File: src/rtl/pmu_seq_mc.sv
// rtl/pmu_seq_mc.sv - multi-channel PMU sequencer: per-iteration drive/settle/sample scan, period pacing, close
// Adds abort, a done-handshake watchdog and sticky error status.
module pmu_seq_mc #(
   parameter int CH_NUM          = 8,
   parameter int CH_IDX_DW       = 3,
   parameter int PMU_TIME_DW     = 15,
   parameter int PMU_SMP_WAIT_DW = 16,
   parameter int PMU_TEST_NUM_DW = 16,
   parameter int PMU_CLOSE_T_DW  = 20,
   parameter int TICK_DIV        = 100,
   parameter int WDOG_DW         = 24
) (
   input  logic                       clk,
   input  logic                       rst_n,
   input  logic [CH_NUM-1:0]          cfg_pmu_ch_en,
   input  logic [PMU_TEST_NUM_DW-1:0] cfg_pmu_test_num,
   input  logic [PMU_TIME_DW-1:0]     cfg_pmu_time,
   input  logic [PMU_SMP_WAIT_DW-1:0] cfg_pmu_smp_wait_time,
   input  logic [PMU_CLOSE_T_DW-1:0]  cfg_pmu_close_time,
   input  logic [WDOG_DW-1:0]         cfg_wdog_limit,
   input  logic                       pmu_work_start,
   input  logic                       pmu_abort,
   input  logic                       adc_ready,
   input  logic                       pmu_drv_done,
   input  logic                       pmu_smp_done,
   output logic                       pmu_busy,
   output logic                       pmu_drv_start,
   output logic                       pmu_smp_start,
   output logic [CH_IDX_DW-1:0]       pmu_cur_ch,
   output logic                       pmu_close,
   output logic                       pmu_work_done,
   output logic [PMU_TEST_NUM_DW-1:0] pmu_iter_cnt,
   output logic [2:0]                 pmu_err
);
   localparam int TD_W  = $clog2(TICK_DIV + 1);
   localparam int CL_W  = PMU_CLOSE_T_DW + TD_W;
   localparam int SW_W  = PMU_SMP_WAIT_DW + TD_W;
   localparam int M_W   = (CL_W > SW_W) ? CL_W : SW_W;
   localparam int CNT_W = ((M_W > WDOG_DW) ? M_W : WDOG_DW) + 1;
   localparam int PER_W = PMU_TIME_DW + TD_W + 1;

   typedef enum logic [3:0] {
      S_IDLE, S_DRV, S_DRV_WAIT, S_SETTLE, S_SMP_REQ, S_SMP_WAIT,
      S_PERIOD, S_CLOSE, S_CLOSE_WAIT, S_DONE
   } state_t;

   state_t                     state, state_nx;
   logic [CH_NUM-1:0]          ch_en_q;
   logic [PMU_TEST_NUM_DW-1:0] test_num_q, test_num_eff, iter_cnt;
   logic [PMU_TIME_DW-1:0]     time_q;
   logic [PMU_SMP_WAIT_DW-1:0] smp_wait_q;
   logic [PMU_CLOSE_T_DW-1:0]  close_t_q;
   logic [WDOG_DW-1:0]         wdog_q;
   logic [CNT_W-1:0]           st_cnt, settle_lim, close_lim;
   logic [PER_W-1:0]           per_cnt, per_lim;
   logic [CH_IDX_DW-1:0]       cur_ch, ch_nx, first_ch, nxt_ch;
   logic [CH_NUM-1:0]          scan_mask;
   logic [2:0]                 err;
   logic has_nxt, start_ok, start_rej, abort_ok, wdog_trip, iter_inc, wd_hit, per_hit;

   // st_cnt holds the 1-based cycle index within the current state, so a limit of L
   // cycles measured from the event that caused the entry is reached at st_cnt == L-1.
   function automatic logic lim_hit(input logic [CNT_W-1:0] cnt, input logic [CNT_W-1:0] lim);
      return (lim == '0) || (cnt >= lim - CNT_W'(1));
   endfunction

   assign settle_lim   = CNT_W'(smp_wait_q) * CNT_W'(TICK_DIV);
   assign close_lim    = CNT_W'(close_t_q) * CNT_W'(TICK_DIV);
   assign per_lim      = PER_W'(time_q) * PER_W'(TICK_DIV);
   assign per_hit      = (per_lim == '0) || (per_cnt >= per_lim - PER_W'(1));
   assign wd_hit       = (wdog_q != '0) && (st_cnt >= CNT_W'(wdog_q));
   assign test_num_eff = (test_num_q == '0) ? PMU_TEST_NUM_DW'(1) : test_num_q;
   assign scan_mask    = (state == S_IDLE) ? cfg_pmu_ch_en : ch_en_q;
   assign abort_ok     = pmu_abort && !(state inside {S_IDLE, S_CLOSE, S_CLOSE_WAIT, S_DONE});

   always_comb begin
      first_ch = '0;
      nxt_ch   = '0;
      has_nxt  = 1'b0;
      for (int i = CH_NUM - 1; i >= 0; i--) begin
         if (scan_mask[i]) first_ch = CH_IDX_DW'(i);
         if (ch_en_q[i] && (CH_IDX_DW'(i) > cur_ch)) begin
            nxt_ch  = CH_IDX_DW'(i);
            has_nxt = 1'b1;
         end
      end
   end

   always_comb begin
      state_nx  = state;
      ch_nx     = cur_ch;
      start_ok  = 1'b0;
      start_rej = 1'b0;
      wdog_trip = 1'b0;
      iter_inc  = 1'b0;
      case (state)
         S_IDLE: if (pmu_work_start) begin
            if (|cfg_pmu_ch_en) begin
               start_ok = 1'b1;
               ch_nx    = first_ch;
               state_nx = S_DRV;
            end else begin
               start_rej = 1'b1;
            end
         end
         S_DRV:      state_nx = S_DRV_WAIT;
         S_DRV_WAIT: if (pmu_drv_done) state_nx = S_SETTLE;
                     else if (wd_hit) begin wdog_trip = 1'b1; state_nx = S_CLOSE; end
         S_SETTLE:   if (lim_hit(st_cnt, settle_lim)) state_nx = S_SMP_REQ;
         S_SMP_REQ:  if (adc_ready) state_nx = S_SMP_WAIT;
         S_SMP_WAIT: if (pmu_smp_done) begin
            if (has_nxt) begin
               ch_nx    = nxt_ch;
               state_nx = S_DRV;
            end else begin
               iter_inc = 1'b1;
               state_nx = S_PERIOD;
            end
         end else if (wd_hit) begin
            wdog_trip = 1'b1;
            state_nx  = S_CLOSE;
         end
         S_PERIOD: if (per_hit) begin
            if (iter_cnt == test_num_eff) state_nx = S_CLOSE;
            else begin
               ch_nx    = first_ch;
               state_nx = S_DRV;
            end
         end
         S_CLOSE:      state_nx = S_CLOSE_WAIT;
         S_CLOSE_WAIT: if (lim_hit(st_cnt, close_lim)) state_nx = S_DONE;
         S_DONE:       state_nx = S_IDLE;
         default:      state_nx = S_IDLE;
      endcase
      // Abort overrides any done/watchdog decision taken in the same cycle.
      if (abort_ok) begin
         state_nx  = S_CLOSE;
         ch_nx     = cur_ch;
         iter_inc  = 1'b0;
         wdog_trip = 1'b0;
      end
   end

   always_ff @(posedge clk or negedge rst_n) begin
      if (!rst_n) begin
         state      <= S_IDLE;
         cur_ch     <= '0;
         st_cnt     <= '0;
         per_cnt    <= '0;
         iter_cnt   <= '0;
         err        <= '0;
         ch_en_q    <= '0;
         test_num_q <= '0;
         time_q     <= '0;
         smp_wait_q <= '0;
         close_t_q  <= '0;
         wdog_q     <= '0;
      end else begin
         state  <= state_nx;
         cur_ch <= ch_nx;
         if (state_nx != state) st_cnt <= CNT_W'(1);
         else if (st_cnt != '1) st_cnt <= st_cnt + CNT_W'(1);
         // Period timer restarts on the first drive of every iteration.
         if (state_nx == S_DRV && (state == S_IDLE || state == S_PERIOD)) per_cnt <= '0;
         else if (per_cnt != '1) per_cnt <= per_cnt + PER_W'(1);
         if (start_ok) begin
            iter_cnt   <= '0;
            err        <= '0;
            ch_en_q    <= cfg_pmu_ch_en;
            test_num_q <= cfg_pmu_test_num;
            time_q     <= cfg_pmu_time;
            smp_wait_q <= cfg_pmu_smp_wait_time;
            close_t_q  <= cfg_pmu_close_time;
            wdog_q     <= cfg_wdog_limit;
         end else begin
            if (iter_inc && iter_cnt != '1) iter_cnt <= iter_cnt + PMU_TEST_NUM_DW'(1);
            err <= err | {start_rej, abort_ok, wdog_trip};
         end
      end
   end

   assign pmu_busy      = (state != S_IDLE);
   assign pmu_drv_start = (state == S_DRV);
   assign pmu_smp_start = (state == S_SMP_REQ) && adc_ready && !pmu_abort;
   assign pmu_close     = (state == S_CLOSE);
   assign pmu_work_done = (state == S_DONE);
   assign pmu_cur_ch    = cur_ch;
   assign pmu_iter_cnt  = iter_cnt;
   assign pmu_err       = err;
endmodule
File: config.mk
export PLATFORM = sky130hd
export DESIGN_NAME = pmu_seq_mc
export DESIGN_NICKNAME = d
export VERILOG_FILES = /design/src/rtl/pmu_seq_mc.sv
export SDC_FILE = /design/constraint.sdc
export NUM_CORES = 1
export LEC_CHECK = 0
export BUFFER_PORTS_ARGS = -buffer_cell sky130_fd_sc_hd__buf_2
export CAP_MARGIN = 5
export CORE_MARGIN = 1
export CORE_UTILIZATION = 40
export CTS_CLUSTER_SIZE = 10
export DETAILED_ROUTE_END_ITERATION = 8
export HOLD_SLACK_MARGIN = 0.08
export SETUP_SLACK_MARGIN = 0.2
export SLEW_MARGIN = 20
export SYNTH_ARGS = -nofsm -noshare
export SYNTH_HDL_FRONTEND = slang
export SYNTH_SLANG_ARGS = --single-unit
export TNS_END_PERCENT = 100
File: constraint.sdc
create_clock -name clk -period 8.26 [get_ports clk]
set_clock_uncertainty 0.2 [all_clocks]
set_input_delay 1.652 -clock clk [delete_from_list [all_inputs] [get_ports clk]]
set_output_delay 1.652 -clock clk [all_outputs]
set_load 0.005 [all_outputs]
# ---- Yosys cells after proc, flatten, opt, wreduce, memory -nomap -nowiden
# Cells that the tools add are included.
dict set report totals {
  ff_bits 176
  input_bits 106
  output_inout_bits 27
  elab_cells 158
}
dict set report classes {
  n_addsub 6
  n_mul 3
  magnitude_cmp 12
  n_eq_ne 21
  mux 68
  bitwise 2
  reduce_logical 34
}
# op count
set op_table {}
lappend op_table {{3-bit 2-to-1 mux} 25}
lappend op_table {{28-bit greater-or-equal comparator} 2}
lappend op_table {{28-bit logical NOT} 2}
lappend op_table {{28-bit 2-to-1 mux} 2}
lappend op_table {{16-bit 2-to-1 mux} 3}
lappend op_table {{23-bit 2-to-1 mux} 2}
lappend op_table {{4-bit 2-to-1 mux} 10}
lappend op_table {{4-bit one-hot mux with 9 select lines} 1}
lappend op_table {{28-bit by 1-bit adder with 28-bit output, second input constant} 1}
lappend op_table {{28-bit by 24-bit greater-or-equal comparator with 1-bit output} 1}
lappend op_table {{28-bit inequality test, second input constant} 1}
lappend op_table {{27-bit by 1-bit subtractor with 28-bit output, second input constant} 1}
lappend op_table {{20-bit by 5-bit multiplier with 25-bit output, second input constant} 1}
lappend op_table {{24-bit nonzero test} 1}
lappend op_table {{23-bit by 1-bit subtractor with 24-bit output, second input constant} 1}
lappend op_table {{23-bit by 1-bit adder with 23-bit output, second input constant} 1}
lappend op_table {{23-bit greater-or-equal comparator} 1}
lappend op_table {{23-bit logical NOT} 1}
lappend op_table {{23-bit inequality test, second input constant} 1}
lappend op_table {{22-bit by 1-bit subtractor with 23-bit output, second input constant} 1}
lappend op_table {{1-bit 2-to-1 mux} 22}
lappend op_table {{16-bit by 5-bit multiplier with 21-bit output, second input constant} 1}
lappend op_table {{15-bit by 5-bit multiplier with 20-bit output, second input constant} 1}
lappend op_table {{16-bit by 1-bit adder with 16-bit output, second input constant} 1}
lappend op_table {{other kinds (26)} 62}

# ---- Logic depth before layout (Yosys ltp)
dict set report logic_depth {
  depth_word 17
  mapped_depth 28
  ltp_nobuf 27
}

# ---- Worst setup path after synthesis
# OpenSTA, ideal clock, no wires.
dict set report synth_timing {
  path_kind {register -> register}
  startpoint {register close_t_q[4]}
  endpoint {register st_cnt[10]}
  setup_ns 0.132
  arrival_time_ns 6.621
  t_required_ns 7.928
  path_slack_ns 1.307
  path_stages_with_launch 27
  path_buffers 1
  synth_period_minus_slack_ns 6.953
  path_cell_list {dfrtp_1 > ha_1 > ha_1 > fa_1 > ha_1 > a21o_1 > a221o_1 > a21o_1 > mux2i_1 > a2111o_1 > or3_1 > or3_1 > nor4_1 > xnor2_1 > ha_1 > a21oi_1 > nor2b_1 > o21ai_0 > o211ai_1 > o21ai_0 > o2111ai_1 > a21oi_1 > o21ai_0 > o31a_1 > o21ai_1 > clkbuf_1 > nor2_1}
}
dict set report synth_via {
  elab_chain_cells 9
  elab_cells_between_ends 11
  classes_between {add/sub (1); mul (1); order compare (1); eq/ne (1); mux (4); reduce/logical (3)}
}
# item line_no
set synth_rtl {}
lappend synth_rtl {{start, declared} 52} ;# logic [PMU_CLOSE_T_DW-1:0] close_t_q;
lappend synth_rtl {{start signal, assigned} 173} ;# close_t_q <= cfg_pmu_close_time;
lappend synth_rtl {{20-bit by 5-bit multiplier with 25-bit output *} 68} ;# assign close_lim = CNT_W'(close_t_q) * CNT_W'(TICK_DIV);
lappend synth_rtl {{27-bit by 1-bit subtractor with 28-bit output} 64} ;# return (lim == '0) || (cnt >= lim - CNT_W'(1));
lappend synth_rtl {{28-bit greater-or-equal comparator} 64}
lappend synth_rtl {{1-bit logical OR *} 64}
lappend synth_rtl {{4-bit 2-to-1 mux *} 131} ;# S_CLOSE_WAIT: if (lim_hit(st_cnt, close_lim)) state_nx = S_DONE;
lappend synth_rtl {{4-bit one-hot mux with 9 select lines *} 96} ;# case (state)
lappend synth_rtl {{4-bit 2-to-1 mux *} 136} ;# if (abort_ok) begin
lappend synth_rtl {{4-bit inequality test *} 161} ;# if (state_nx != state) st_cnt <= CNT_W'(1);
lappend synth_rtl {{28-bit 2-to-1 mux / 2-bit nonzero test (equally long branches)} --}
lappend synth_rtl {{end signal, assigned} 162} ;# else if (st_cnt != '1) st_cnt <= st_cnt + CNT_W'(1);
lappend synth_rtl {{end, declared} 54} ;# logic [CNT_W-1:0] st_cnt, settle_lim, close_lim;
# Every way passes the cells marked *; elsewhere a longest branch is shown, timed or not.
# A chain may end at the register's enable or synchronous reset.

# ---- Worst setup path after layout
dict set report layout_timing {
  startpoint {register close_t_q[4]}
  endpoint {register st_cnt[8]}
}
# The elaborated chain is that of the path after synthesis.

==> impl_summary.log <==
[metrics] Remaining Overflow, GRT: 0
[metrics] Sw Share: approximately 23%
[metrics] post-synth cell types: 77
[metrics] clock tree root buffer cell: sky130_fd_sc_hd__clkbuf_16
[metrics] unrepaired setup endpoints after global routing: no
[metrics] final core utilization: 45.1%
[metrics] logic gate share of total power: 2.7%
[metrics] warning count from the yosys run: 0
[metrics] die outline area: roughly 42000 um2
[metrics] starting utilization of the core area: 40.6%
[metrics] number of cells produced by synthesis: a little under 2000
[metrics] via count of the first global-routing pass: 13800
[metrics] asr flop ratio synth: between 90% and 100%
[metrics] number of buffers created by CTS: 17
[metrics] Via Count: 14100
[metrics] routability cong.: 0.863
[metrics] setup slack of the most critical reg-to-reg path: 0.74 ns
[metrics] Flop pwr share: a little under 50%
[metrics] core outline area: about 41000 um2
[metrics] Peak supply drop: 0.133 mV
[metrics] vertical die dimension: 206 um
[metrics] period utilisation layout: 91.0%
[metrics] CTS Buffer Depth: 2
[metrics] number of failing setup endpoints in the final timing report: 0
[metrics] clock power share: 48.7%
[metrics] Clock Sinks: 176
[metrics] initial detailed-routing violation count: ~680
[metrics] count of hold buffers inserted by post-cts repair: 0
[metrics] Global Route Usage Sum: 20.0%
[metrics] max capacitance violation total: 0
[metrics] critical path launch point type: register
[metrics] DRC errors left: 0
[metrics] clock edge transition at the registers on the reported setup and hold paths: about 0.07 ns
[metrics] worst flop-to-flop path startpoint: close_t_q[4]
[metrics] endpoints failing hold: 0
[metrics] Via density: approximately 5.5
[metrics] post-synthesis average cell area: 8.62 um2
[metrics] Most used DFF post-synth: sky130_fd_sc_hd__dfrtp_1
[metrics] last element of the critical path: st_cnt[8]
[metrics] hpwl dp: 32300 um
[metrics] #FFs+latches synth: between 150 and 200
[metrics] CTS tree: done
[metrics] number of buffers added on ports: around 130
[metrics] global-route wire length before repair: 68100 um
[metrics] post-DR wirelength/cell: roughly 16 um
[metrics] arrival time of the worst setup path: 7.65 ns
[metrics] number of enable flip-flop cells after synthesis: 0
[metrics] total power density per cell area: between 90 and 100 nW/um2
[metrics] time the worst path needs with I/O delays and setup: 7.52 ns
[metrics] critical path capture point type: register
[metrics] antenna violations before repair: 2
[metrics] share of the yosys chip area belonging to registers: about a quarter
[metrics] count of nets left with antenna violations after detail routing: 0
[metrics] final wirelength: approximately 41000 um
[metrics] capture instance of the worst register-to-register path: st_cnt[8]
[metrics] largest net degree at the start of global routing: 106
[metrics] clock insertion delay at the later pin of the skew report: 0.46 ns
[metrics] Critical Path Start: close_t_q[4]
[metrics] run status: completed
[metrics] Power Internal: around 1.4 mW
[metrics] H-tree Lvls: 4
[metrics] maximum clock rate: 133 MHz
[metrics] slew at the pin with the worst max-slew slack: 1.11 ns
[metrics] maximum net fanout on the critical path: 17
[metrics] layout-stage area growth over the synthesis result: 10.9%
[metrics] net count of the mapped netlist: 2343
[metrics] P_sw: 399 uW
[metrics] number of nets in the layout: about 2400
[metrics] worst slew margin relative to its limit: 25.9%
[metrics] Die X-Extent: about 210 um
[metrics] First-pass DRT Iterations: 5
[metrics] total standard cell area after synthesis: approximately 17000 um2
[metrics] depth of the worst register-to-register path: 26
[metrics] fraction of final layout cells sized beyond drive strength 1: roughly a tenth
[metrics] Final TNS setup: 0 ns
[metrics] number of core rows: 74
[metrics] boundary pin count: 133
[metrics] Crit path required time: 8.39 ns
[metrics] path category of the worst min-delay check: reg2reg
[metrics] max-slew violations: 0
[metrics] CP Class: reg2reg
[metrics] leakage power total: 9.49 nW
[power by group through the flow]
stage	clock, mW	sequential [mW]	combinational (mW)
floorplan	0	0.878	0.00234
global placement	0	0.878	0.0489
detailed placement	0	0.878	0.0498
CTS	0.890	0.861	0.0502
global route	0.925	0.861	0.0549
finish	0.863	0.861	0.0479
[synthesized netlist by cell type, drive strengths merged (25+ instances only)]
cell type  count  area share (%)
fa            36             4.3
nor3          43             1.3
a21oi        101             3.0
nand2        322             7.3
nand3         52             1.6
nand4         39             1.5
nor4          27             1.0
xor2          84             4.4
a21o          32             1.4
clkbuf        51             1.2
dfrtp        176              27
and3          25            0.94
xnor2         92             4.9
ha           276              21
o21ai         90             2.7
nor2         162             3.7
inv           70             1.6
[layout by cell type, fill, tap and decap left out, types with 6 or more instances in the layout]
cell type and count:
sky130_fd_sc_hd__a31oi_1 11, sky130_fd_sc_hd__o21ai_0 87, sky130_fd_sc_hd__a211oi_1 12, sky130_fd_sc_hd__o211ai_1 12
sky130_fd_sc_hd__a2111oi_0 6, sky130_fd_sc_hd__nor4_1 26, sky130_fd_sc_hd__nand2_1 322, sky130_fd_sc_hd__clkbuf_16 17
sky130_fd_sc_hd__o2111ai_1 7, sky130_fd_sc_hd__a21oi_1 101, sky130_fd_sc_hd__dfrtp_1 176, sky130_fd_sc_hd__and2_1 13
sky130_fd_sc_hd__mux2i_1 8, sky130_fd_sc_hd__o21a_1 12, sky130_fd_sc_hd__nor2_1 162, sky130_fd_sc_hd__fa_1 36
sky130_fd_sc_hd__nand2b_1 17, sky130_fd_sc_hd__buf_4 8, sky130_fd_sc_hd__inv_1 70, sky130_fd_sc_hd__xor2_1 84
sky130_fd_sc_hd__ha_1 276, sky130_fd_sc_hd__a21o_1 32, sky130_fd_sc_hd__a21boi_0 8, sky130_fd_sc_hd__or3_1 11
sky130_fd_sc_hd__and4_1 9, sky130_fd_sc_hd__nor3_1 42, sky130_fd_sc_hd__and3_1 24, sky130_fd_sc_hd__nand3_1 51
sky130_fd_sc_hd__nor2b_1 17, sky130_fd_sc_hd__xnor2_1 92, sky130_fd_sc_hd__nand4_1 39, sky130_fd_sc_hd__buf_2 131
[registers in the layout, indices dropped and copies added, names as in the netlist]
register / count
ch_en_q: 8
close_t_q: 20
per_cnt: 23
pmu_cur_ch: 3
pmu_err: 3
pmu_iter_cnt: 16
smp_wait_q: 16
st_cnt: 28
state: 4
test_num_q: 16
time_q: 15
wdog_q: 24
[final cells by class]
type	count	area, um2
flip-flops and latches	176	4400
clock inverters	11	155
repair buffers	140	727
fillers	3992	22400
diodes	1	2.50
inverters	70	263
well taps	532	666
multi-input cells	1624	11700
clock buffers	19	453
[worst min path at each step]
stage                        from             to  slack, ns  depth (start not counted)
floorplan           test_num_q[0]  test_num_q[0]       0.25                          2
global placement       pmu_err[1]     pmu_err[1]       0.28                          2
detailed placement     pmu_err[1]     pmu_err[1]       0.29                          2
CTS                    pmu_err[1]     pmu_err[1]       0.30                          2
global route           pmu_err[0]     pmu_err[0]       0.34                          2
finish                 pmu_err[1]     pmu_err[1]       0.30                          2
[metal layers]
metal	routed length (um)	track usage, %	part of all wire, %	vias to the layer above
met5	13	0	0.032	-
met4	492	4.37	1.2	2
met3	1530	3.44	3.7	38
met2	19700	35.1	48	227
met1	19400	25.5	47	6751
li1	-	-	-	7037
[kinds of logic after synthesis]
kind of cell	synth area share, %
adders and majority gates	25.2
muxes	0.664
DFF	26.5
and+or+nand+nor	21.9
xor gates and xnor gates	9.29
AOI/OAI and AO/OA	13.5
buffers and inverters	2.92
[through the flow]
stage / hold slack [ns] / power [mW] / setup WS [ns] / instances / area [um2]
after floorplan: 0.247 / 0.881 / 1.31 / 1925 / 16600
after global routing: 0.342 / 1.84 / 0.172 / 2572 / 18400
after global placement: 0.278 / 0.927 / 0.712 / 2541 / 17800
after CTS: 0.302 / 1.80 / 0.522 / 2571 / 18400
final: 0.298 / 1.77 / 0.742 / 2573 / 18400
after detailed placement: 0.286 / 0.928 / 0.569 / 2541 / 17800
[critical path, stage by stage (launching register included)]
cell                        delay (ns)
sky130_fd_sc_hd__dfrtp_1          0.44
sky130_fd_sc_hd__ha_1             0.32
sky130_fd_sc_hd__ha_1             0.32
sky130_fd_sc_hd__fa_1             0.46
sky130_fd_sc_hd__ha_1             0.37
sky130_fd_sc_hd__a21o_1           0.18
sky130_fd_sc_hd__a221o_1          0.40
sky130_fd_sc_hd__a21o_1           0.27
sky130_fd_sc_hd__mux2i_1          0.15
sky130_fd_sc_hd__a2111o_1         0.45
sky130_fd_sc_hd__or3_1            0.41
sky130_fd_sc_hd__or3_1            0.42
sky130_fd_sc_hd__nor4_1           0.30
sky130_fd_sc_hd__xnor2_1          0.17
sky130_fd_sc_hd__ha_1             0.26
sky130_fd_sc_hd__a21oi_1          0.15
sky130_fd_sc_hd__nor2b_1          0.05
sky130_fd_sc_hd__o21ai_0          0.16
sky130_fd_sc_hd__o211ai_1         0.12
sky130_fd_sc_hd__o21ai_1          0.28
sky130_fd_sc_hd__o2111ai_1        0.16
sky130_fd_sc_hd__a21oi_1          0.12
sky130_fd_sc_hd__o21ai_0          0.19
sky130_fd_sc_hd__o31a_1           0.36
sky130_fd_sc_hd__o21ai_4          0.31
sky130_fd_sc_hd__buf_4            0.30
sky130_fd_sc_hd__nor2_1           0.07
[timing repair]
item | CTS | global route
endpoints found under the setup margin | 0 | 18
resized for setup | 0 | 3
buffers inserted | 0 | 1
hold endpoints to repair | 0 | 0
No activity file was read; power rests on OpenSTA's default activity.
